File: config.mk
export PLATFORM = sky130hd
export DESIGN_NAME = lab1_button_conditioner_flat
export DESIGN_NICKNAME = d
export VERILOG_FILES = /design/src/rtl/lab1_button_conditioner_if.sv /design/src/rtl/lab1_button_conditioner.sv /design/src/flat_wrapper.sv
export SDC_FILE = /design/constraint.sdc
export NUM_CORES = 1
export LEC_CHECK = 0
export ABC_AREA = 1
export CAP_MARGIN = 10
export CORE_MARGIN = 8
export CORE_UTILIZATION = 48
export CTS_BUF_LIST = sky130_fd_sc_hd__clkbuf_16
export CTS_CLUSTER_SIZE = 8
export DETAILED_ROUTE_END_ITERATION = 6
export PLACE_DENSITY = 0.76
export SLEW_MARGIN = 20
export SYNTH_ARGS = -nofsm -noshare
export SYNTH_HDL_FRONTEND = slang
export SYNTH_HIERARCHICAL = 1
export SYNTH_SLANG_ARGS = --single-unit
File: constraint.sdc
create_clock -name clk -period 1.2 [get_ports clk]
set_input_delay 0.36 -clock clk [delete_from_list [all_inputs] [get_ports clk]]
set_output_delay 0.36 -clock clk [all_outputs]
set_load 0.1 [all_outputs]
File: src/rtl/lab1_button_conditioner_if.sv
// Button-to-ALU select bundle: raw pushbuttons in, ALU selects and mode statistics out.
interface lab1_button_conditioner_if;
    logic       left_btn_raw;
    logic       right_btn_raw;
    logic       LEFT_pushbutton;
    logic       RIGHT_pushbutton;
    logic       op_changed;
    logic [7:0] mode_changes;

    // Board/stimulus side: drives the buttons, watches the selects.
    modport master (
        output left_btn_raw, right_btn_raw,
        input  LEFT_pushbutton, RIGHT_pushbutton, op_changed, mode_changes
    );

    // Conditioner side.
    modport slave (
        input  left_btn_raw, right_btn_raw,
        output LEFT_pushbutton, RIGHT_pushbutton, op_changed, mode_changes
    );
endinterface

File: src/rtl/lab1_button_conditioner.sv
// Pushbutton conditioner for the lab1 AND/ADD ALU: synchronise, debounce and
// edge-detect two raw buttons, then latch the last requested operation.

// One button lane: 2-flop synchroniser, counter debouncer, rising-edge press pulse.
module lab1_btn_debounce #(
    parameter int DEBOUNCE_CYCLES = 250000,
    parameter int CNT_W           = 18
) (
    input  logic clk,
    input  logic rst,
    input  logic raw,
    output logic press
);
    logic [1:0]       sync;
    logic             stable;
    logic             stable_prev;
    logic [CNT_W-1:0] cnt;

    // Synchronise, then only accept a new level after DEBOUNCE_CYCLES
    // consecutive disagreeing samples; any agreeing sample restarts the count.
    always_ff @(posedge clk or posedge rst) begin
        if (rst) begin
            sync        <= '0;
            stable      <= 1'b0;
            stable_prev <= 1'b0;
            cnt         <= '0;
        end else begin
            sync        <= {sync[0], raw};
            stable_prev <= stable;
            if (sync[1] == stable) begin
                cnt <= '0;
            end else if (cnt == CNT_W'(DEBOUNCE_CYCLES - 1)) begin
                stable <= sync[1];
                cnt    <= '0;
            end else begin
                cnt <= cnt + CNT_W'(1);
            end
        end
    end

    // Press is the debounced rising edge only; releases are silent.
    assign press = stable & ~stable_prev;
endmodule

module lab1_button_conditioner #(
    parameter int DEBOUNCE_CYCLES = 250000,
    parameter int CNT_W           = 18
) (
    input  logic                       clk,
    input  logic                       rst,
    lab1_button_conditioner_if.slave   btn_if
);
    localparam int NUM_BTN = 2;  // lane 0 = left (AND), lane 1 = right (ADD)

    typedef enum logic [1:0] {ST_NONE, ST_AND, ST_ADD} state_t;

    logic [NUM_BTN-1:0] raw;
    logic [NUM_BTN-1:0] press;
    state_t             state, state_nxt;
    logic               changed;
    logic               op_changed_q;
    logic [7:0]         mode_cnt;

    assign raw = {btn_if.right_btn_raw, btn_if.left_btn_raw};

    for (genvar g = 0; g < NUM_BTN; g++) begin : g_btn
        lab1_btn_debounce #(
            .DEBOUNCE_CYCLES (DEBOUNCE_CYCLES),
            .CNT_W           (CNT_W)
        ) u_db (
            .clk   (clk),
            .rst   (rst),
            .raw   (raw[g]),
            .press (press[g])
        );
    end

    // Next mode: a single press selects its op; simultaneous presses are ambiguous and ignored.
    always_comb begin
        state_nxt = state;
        if (press[0] && !press[1])
            state_nxt = ST_AND;
        else if (press[1] && !press[0])
            state_nxt = ST_ADD;
        changed = (state_nxt != state);
    end

    // Mode register plus change pulse and saturating change counter, all updated together.
    always_ff @(posedge clk or posedge rst) begin
        if (rst) begin
            state        <= ST_NONE;
            op_changed_q <= 1'b0;
            mode_cnt     <= 8'd0;
        end else begin
            state        <= state_nxt;
            op_changed_q <= changed;
            if (changed && mode_cnt != 8'hFF)
                mode_cnt <= mode_cnt + 8'd1;
        end
    end

    assign btn_if.LEFT_pushbutton  = (state == ST_AND);
    assign btn_if.RIGHT_pushbutton = (state == ST_ADD);
    assign btn_if.op_changed       = op_changed_q;
    assign btn_if.mode_changes     = mode_cnt;
endmodule

File: src/flat_wrapper.sv
// flat-port wrapper written by rule: the top's interface ports become plain ports
module lab1_button_conditioner_flat 
#(
    parameter int DEBOUNCE_CYCLES = 250000,
    parameter int CNT_W           = 18
)
  (clk, rst, btn_if_left_btn_raw, btn_if_right_btn_raw, btn_if_LEFT_pushbutton, btn_if_RIGHT_pushbutton, btn_if_op_changed, btn_if_mode_changes);
  lab1_button_conditioner_if btn_if_i ();
  input  logic clk;
  input  logic rst;
  input wire logic [$bits(btn_if_i.left_btn_raw)-1:0] btn_if_left_btn_raw;
  input wire logic [$bits(btn_if_i.right_btn_raw)-1:0] btn_if_right_btn_raw;
  output wire logic [$bits(btn_if_i.LEFT_pushbutton)-1:0] btn_if_LEFT_pushbutton;
  output wire logic [$bits(btn_if_i.RIGHT_pushbutton)-1:0] btn_if_RIGHT_pushbutton;
  output wire logic [$bits(btn_if_i.op_changed)-1:0] btn_if_op_changed;
  output wire logic [$bits(btn_if_i.mode_changes)-1:0] btn_if_mode_changes;
  assign btn_if_i.left_btn_raw = btn_if_left_btn_raw;
  assign btn_if_i.right_btn_raw = btn_if_right_btn_raw;
  assign btn_if_LEFT_pushbutton = btn_if_i.LEFT_pushbutton;
  assign btn_if_RIGHT_pushbutton = btn_if_i.RIGHT_pushbutton;
  assign btn_if_op_changed = btn_if_i.op_changed;
  assign btn_if_mode_changes = btn_if_i.mode_changes;
  lab1_button_conditioner #(.DEBOUNCE_CYCLES(DEBOUNCE_CYCLES), .CNT_W(CNT_W)) u_core (.clk(clk), .rst(rst), .btn_if(btn_if_i));
endmodule
# == Yosys cells after proc, flatten, opt, wreduce, memory -nomap -nowiden ==
# Cells that the tools add are included.
# totals
output_inout_bits,11
regBits,55
elab_cells,41
input_bits,4
# classes
n_mux,6
bitwise,6
n_addsub,3
n_reduce_logical,7
eq_ne,8
# op_table
op,n
18-bit two-way mux,4
"18-bit by 1-bit adder with 18-bit output, second input constant",2
"18-bit == test, second input constant",2
"8-bit by 1-bit adder with 8-bit output, second input constant",1
"8-bit != test, second input constant",1
2-bit two-way mux,2
1-bit inverter,4
2-bit AND reduction,2
1-bit logical AND,3
1-bit bitwise AND,2
1-bit == test,2
"2-bit by 1-bit == test with 1-bit output, second input constant",1
"2-bit == test, second input constant",1
1-bit logical NOT,2
2-bit != test,1

# == Logic depth before layout (Yosys ltp) ==
# depth
ltp_word,8
ltp_mapped,10
depth_no_buf,10

# == By module ==
# Netlist, hierarchy kept.
# by_module_without_submodules
mod,area_per_inst_um2,instances,cells_per_inst,seq_area_each_um2
lab1_btn_debounce at u_core.g_btn[0].u_db,1141.1,1,139,550.5
lab1_btn_debounce at u_core.g_btn[1].u_db,1137.3,1,138,550.5
lab1_button_conditioner,626.9,1,88,275.3

# == Least setup slack after synthesis ==
# OpenSTA, ideal clock, no wires.
# synth_timing
path_type,register to register
from,register u_core.mode_cnt[1] (netlist: u_core/btn_if.mode_changes[1])
to,register u_core.mode_cnt[4] (netlist: u_core/btn_if.mode_changes[4])
t_required_ps,1080
arrival_ps,1825
path_stages_with_launch,9
synth_period_minus_slack_ps,1945
setup_slack_ps,-745
path_buffers,0
setup_time_ps,120
path_cell_list,dfrtp_1 ha_1 nand2_1 nor2_2 nand2_2 nand2_4 inv_4 nand2_1 nand2_1
# synth_between
elab_chain_cells,2
elab_cells_between_ends,3
cone_classes,add/sub (1); eq/ne (1); reduce/logical (1)
# synth_rtl
item,line_no,text
from (decl),lab1_button_conditioner.sv:62,logic [7:0] mode_cnt;
from (signal assigned),lab1_button_conditioner.sv:98,mode_cnt <= mode_cnt + 8'd1;
branches (longest 2 deep; another with 8-bit by 1-bit adder with 8-bit output),--,
# Parallel ways; which one is timed is not known.
# A chain may end at the register's enable or synchronous reset.

# == Final worst setup path ==
# layout_timing
from,register u_core.state[0]
to,output btn_if_RIGHT_pushbutton
# layout_between
elab_chain_cells,1
# layout_rtl
item,line_no,text
from (decl),lab1_button_conditioner.sv:59,"state_t state, state_nxt;"
from (signal assigned),lab1_button_conditioner.sv:95,state <= state_nxt;
2-bit == test,lab1_button_conditioner.sv:103,assign btn_if.RIGHT_pushbutton = (state == ST_ADD);
to (decl),flat_wrapper.sv:14,output wire logic [$bits(btn_if_i.RIGHT_pushbutton)-1:0] btn_if_RIGHT_pushbutton;
# No other way between the ends.

==> reports/qor.yml <==
synth_seq_cells: 55
drc_errors: 0
ys_types: 23
cpPeakStageDelay_ns: 0.41
status: "finished, violations left"
synth.net_count: 372
cts_max_path_buffers: 2
min_path_type: "reg -> reg"
fin_nets: 475
ant_nets: 0
cts_tree: "done"
post-route-period-util_pct: 124
cp_cell_sequence: "inv_2 > nand2_2 > clkinvlp_4 > buf_12"
finalSetupViolCount: 52
path_max_fanout: 3
synth_warnings: 6
cp.arrival_ns: 1.13
grt_pass1_vias: 2579
initial_core_util_pct: 49.4
synthAdderAreaFrac_pct: 1.29
grt_pass1_wl_microns: 11300
dp_hpwl_microns: 4370
vias: 2885
gp_congestion: 0.927
clkTransAtPathRegs_ns: 0.07
grt_util_all_layers_pct: 15.6
hp-start: "u_core/g_btn[1].u_db/sync[0]"
fin_ws_ns: -0.286
htreeDepth: 2
maxSlewHeadroom_pct: 81.6
wl_microns: 8400
coreArea_sq_um: 5890
portBuffers: 14
antenna_found_initial: 0
post_drt_wl_per_cell_microns: 15.4
irDropWorstVdd_mv: 0.622
cp_data_required_time_ns: 0.84
cts_buffers: 5
worstSetupPathType: "reg -> out"
synth_xor_area_share_pct: 7.75
cp_slowest_cell: "dfrtp_1"
avgSynthCellArea_sq_um: 7.96
holdWs_ns: 0.356
seq_area_frac_synth_pct: 47.4
first_iter_violations: 180
fillers: 315
fp-row-count: 28
die-area_sq_um: 8800
dieWidth_microns: 93.8
start_kind: "register"
ctsHoldBuffers: 0
synth_top_family_by_area: "simple AND/OR/NAND/NOR gates"
skew_ns: 0.00266
synthCells: 365
diodes: 0
clockRootBuffer: "clkbuf_16"
overflow: 0
die_h_microns: 93.8
synth-compound-area-share_pct: 2.89
drive_above_1_share_pct: 48.8
firstDrtPassIters: 6
vias_per_cell: 5.30
synth-simple-area-share_pct: 34.8
yosys-mux-area-fraction_pct: 0
min_period_ns: 1.49
pre_cts_slack_ns: -0.0745
fin_total_pwr_mw: 3.53
critical_path.top_delay_family: "flip-flops"
rsz0062_at_grt: "yes"
worstMarginPinSlew_ns: 0.275
syn_area_sq_um: 2910
end_kind: "primary output"
fmax_mhz: 673
p_leak_nw: 1.99
final-hold-violation-count: 0
maxCapViolCount: 0
area_delta_synth_final_pct: 57.8
final_util_pct: 77.9
critical_path.startpoint: "u_core/state[0]"
power_density_nw_per_um2: 770
reg2reg_from: "u_core/g_btn[0].u_db/stable"
grt_start_max_net_pins: 23
path_buf_inv: 3
clkLatencyLatePin_ns: 0.29
drv_slew: 0
ios: 15
cts.sinks: 55
violations: "negative setup slack"
==> cell usage in the layout, fill, tap and decap left out, drive strengths merged <==
cell type / n
nor2: 93
o21bai: 2
nand3: 25
clkbuf: 5
nand2: 100
xor2: 12
ha: 3
nor3: 2
o21ai: 5
inv: 43
nand4: 4
buf: 92
clkinv: 2
dfrtp: 55
clkinvlp: 3
xnor2: 12
a21oi: 8
clkdlybuf4s50: 3
==> stage by stage <==
stage / TNS (ns) / std cells / instance area (sq um)
floorplan: -1.68 / 365 / 2970
global placement: -0.229 / 495 / 3640
detailed placement: -1.62 / 495 / 3640
CTS: -2.59 / 531 / 4150
global route: -8.59 / 544 / 4590
finish: -6.01 / 544 / 4590
==> Yosys cell counts <==
cell | instances | share of area (%)
nand2_4 | 4 | 1.6
inv_2 | 4 | 0.52
xnor2_2 | 2 | 1.1
o21bai_1 | 2 | 0.52
o21ai_0 | 4 | 0.69
xnor2_1 | 10 | 3.0
nand3_1 | 25 | 4.3
clkinv_1 | 1 | 0.13
nor2_1 | 78 | 10
nand2_1 | 86 | 11
xor2_1 | 12 | 3.6
nor2_4 | 8 | 3.1
a21oi_2 | 1 | 0.30
nor2_2 | 7 | 1.5
nand2_2 | 9 | 1.9
a21oi_1 | 7 | 1.2
nor3_1 | 2 | 0.34
o21ai_1 | 1 | 0.17
nand4_1 | 4 | 0.86
ha_1 | 3 | 1.3
inv_1 | 39 | 5.0
dfrtp_1 | 55 | 47
inv_4 | 1 | 0.22
==> final timing paths <==
kind                                                       to  slack, ns  cells past startpoint
worst max-delay path                  btn_if_RIGHT_pushbutton      -0.29                      4
worst min-delay path             u_core/g_btn[1].u_db/sync[1]       0.36                      0
worst max register to register  u_core/btn_if.mode_changes[3]      -0.22                     10
worst min register to register   u_core/g_btn[1].u_db/sync[1]       0.36                      0
max in group asynchronous        u_core/g_btn[1].u_db/cnt[12]       0.54                      3
min in group asynchronous                     u_core/state[0]       0.47                      3
==> kinds of logic (layout without fill, tap and decap cells) <==
group           count (synthesis)  in the layout
compound gates                 15             15
flops                          55             55
xor+xnor                       24             24
fa+ha+maj                       3              3
buf+inv                        45            148
simple gates                  223            224
==> per-layer routing <==
layer  track usage [%]  vias up  routed length (microns)
li1                  -     1324                        -
met1              18.6     1416                     3250
met2              27.1      113                     4480
met3              2.80       32                      431
met4              5.81        0                      239
met5                 0        -                        0
==> sequential cells by signal, indices dropped and copies added, names as in the netlist <==
register,cells
u_core/g_btn.u_db/cnt,36
u_core/btn_if.mode_changes,8
u_core/g_btn.u_db/sync,4
u_core/g_btn.u_db/stable,2
u_core/g_btn.u_db/stable_prev,2
u_core/state,2
u_core/btn_if.op_changed,1
==> worst reg2reg max path, delay by kind of cell, from the launching register on <==
kind                   cells  cell delay [ns]
AND/OR/NAND/NOR            7             0.74
flip-flops                 1             0.36
buffers and inverters      3             0.26
==> power by group <==
part / leakage (nW) / internal (mW) / total [mW] / switching, mW
registers: 0.723 / 1.88 / 1.91 / 0.0327
logic: 1.19 / 0.108 / 0.227 / 0.119
clock network: 0.0710 / 0.763 / 1.39 / 0.630
==> layout make-up <==
type                            count  area (sq um)  share of cell area, %
Clock buffer                        5           125                   2.73
Tap cell                           75          93.8                   2.05
Inverter                           45           191                   4.17
Clock inverter                      3          16.3                  0.355
Timing Repair Buffer               95           936                   20.4
Sequential cell                    55          1410                   30.7
Multi-Input combinational cell    266          1810                   39.6
==> what timing repair did <==
item,4_1_cts,5_1_grt
buffers inserted,27,13
pin swaps,14,37
endpoints found under the setup margin,48,57
endpoints found under the hold margin,0,0
resized for setup,45,85
cloned,1,0
Note: power is estimated with default switching activity, not from simulation.
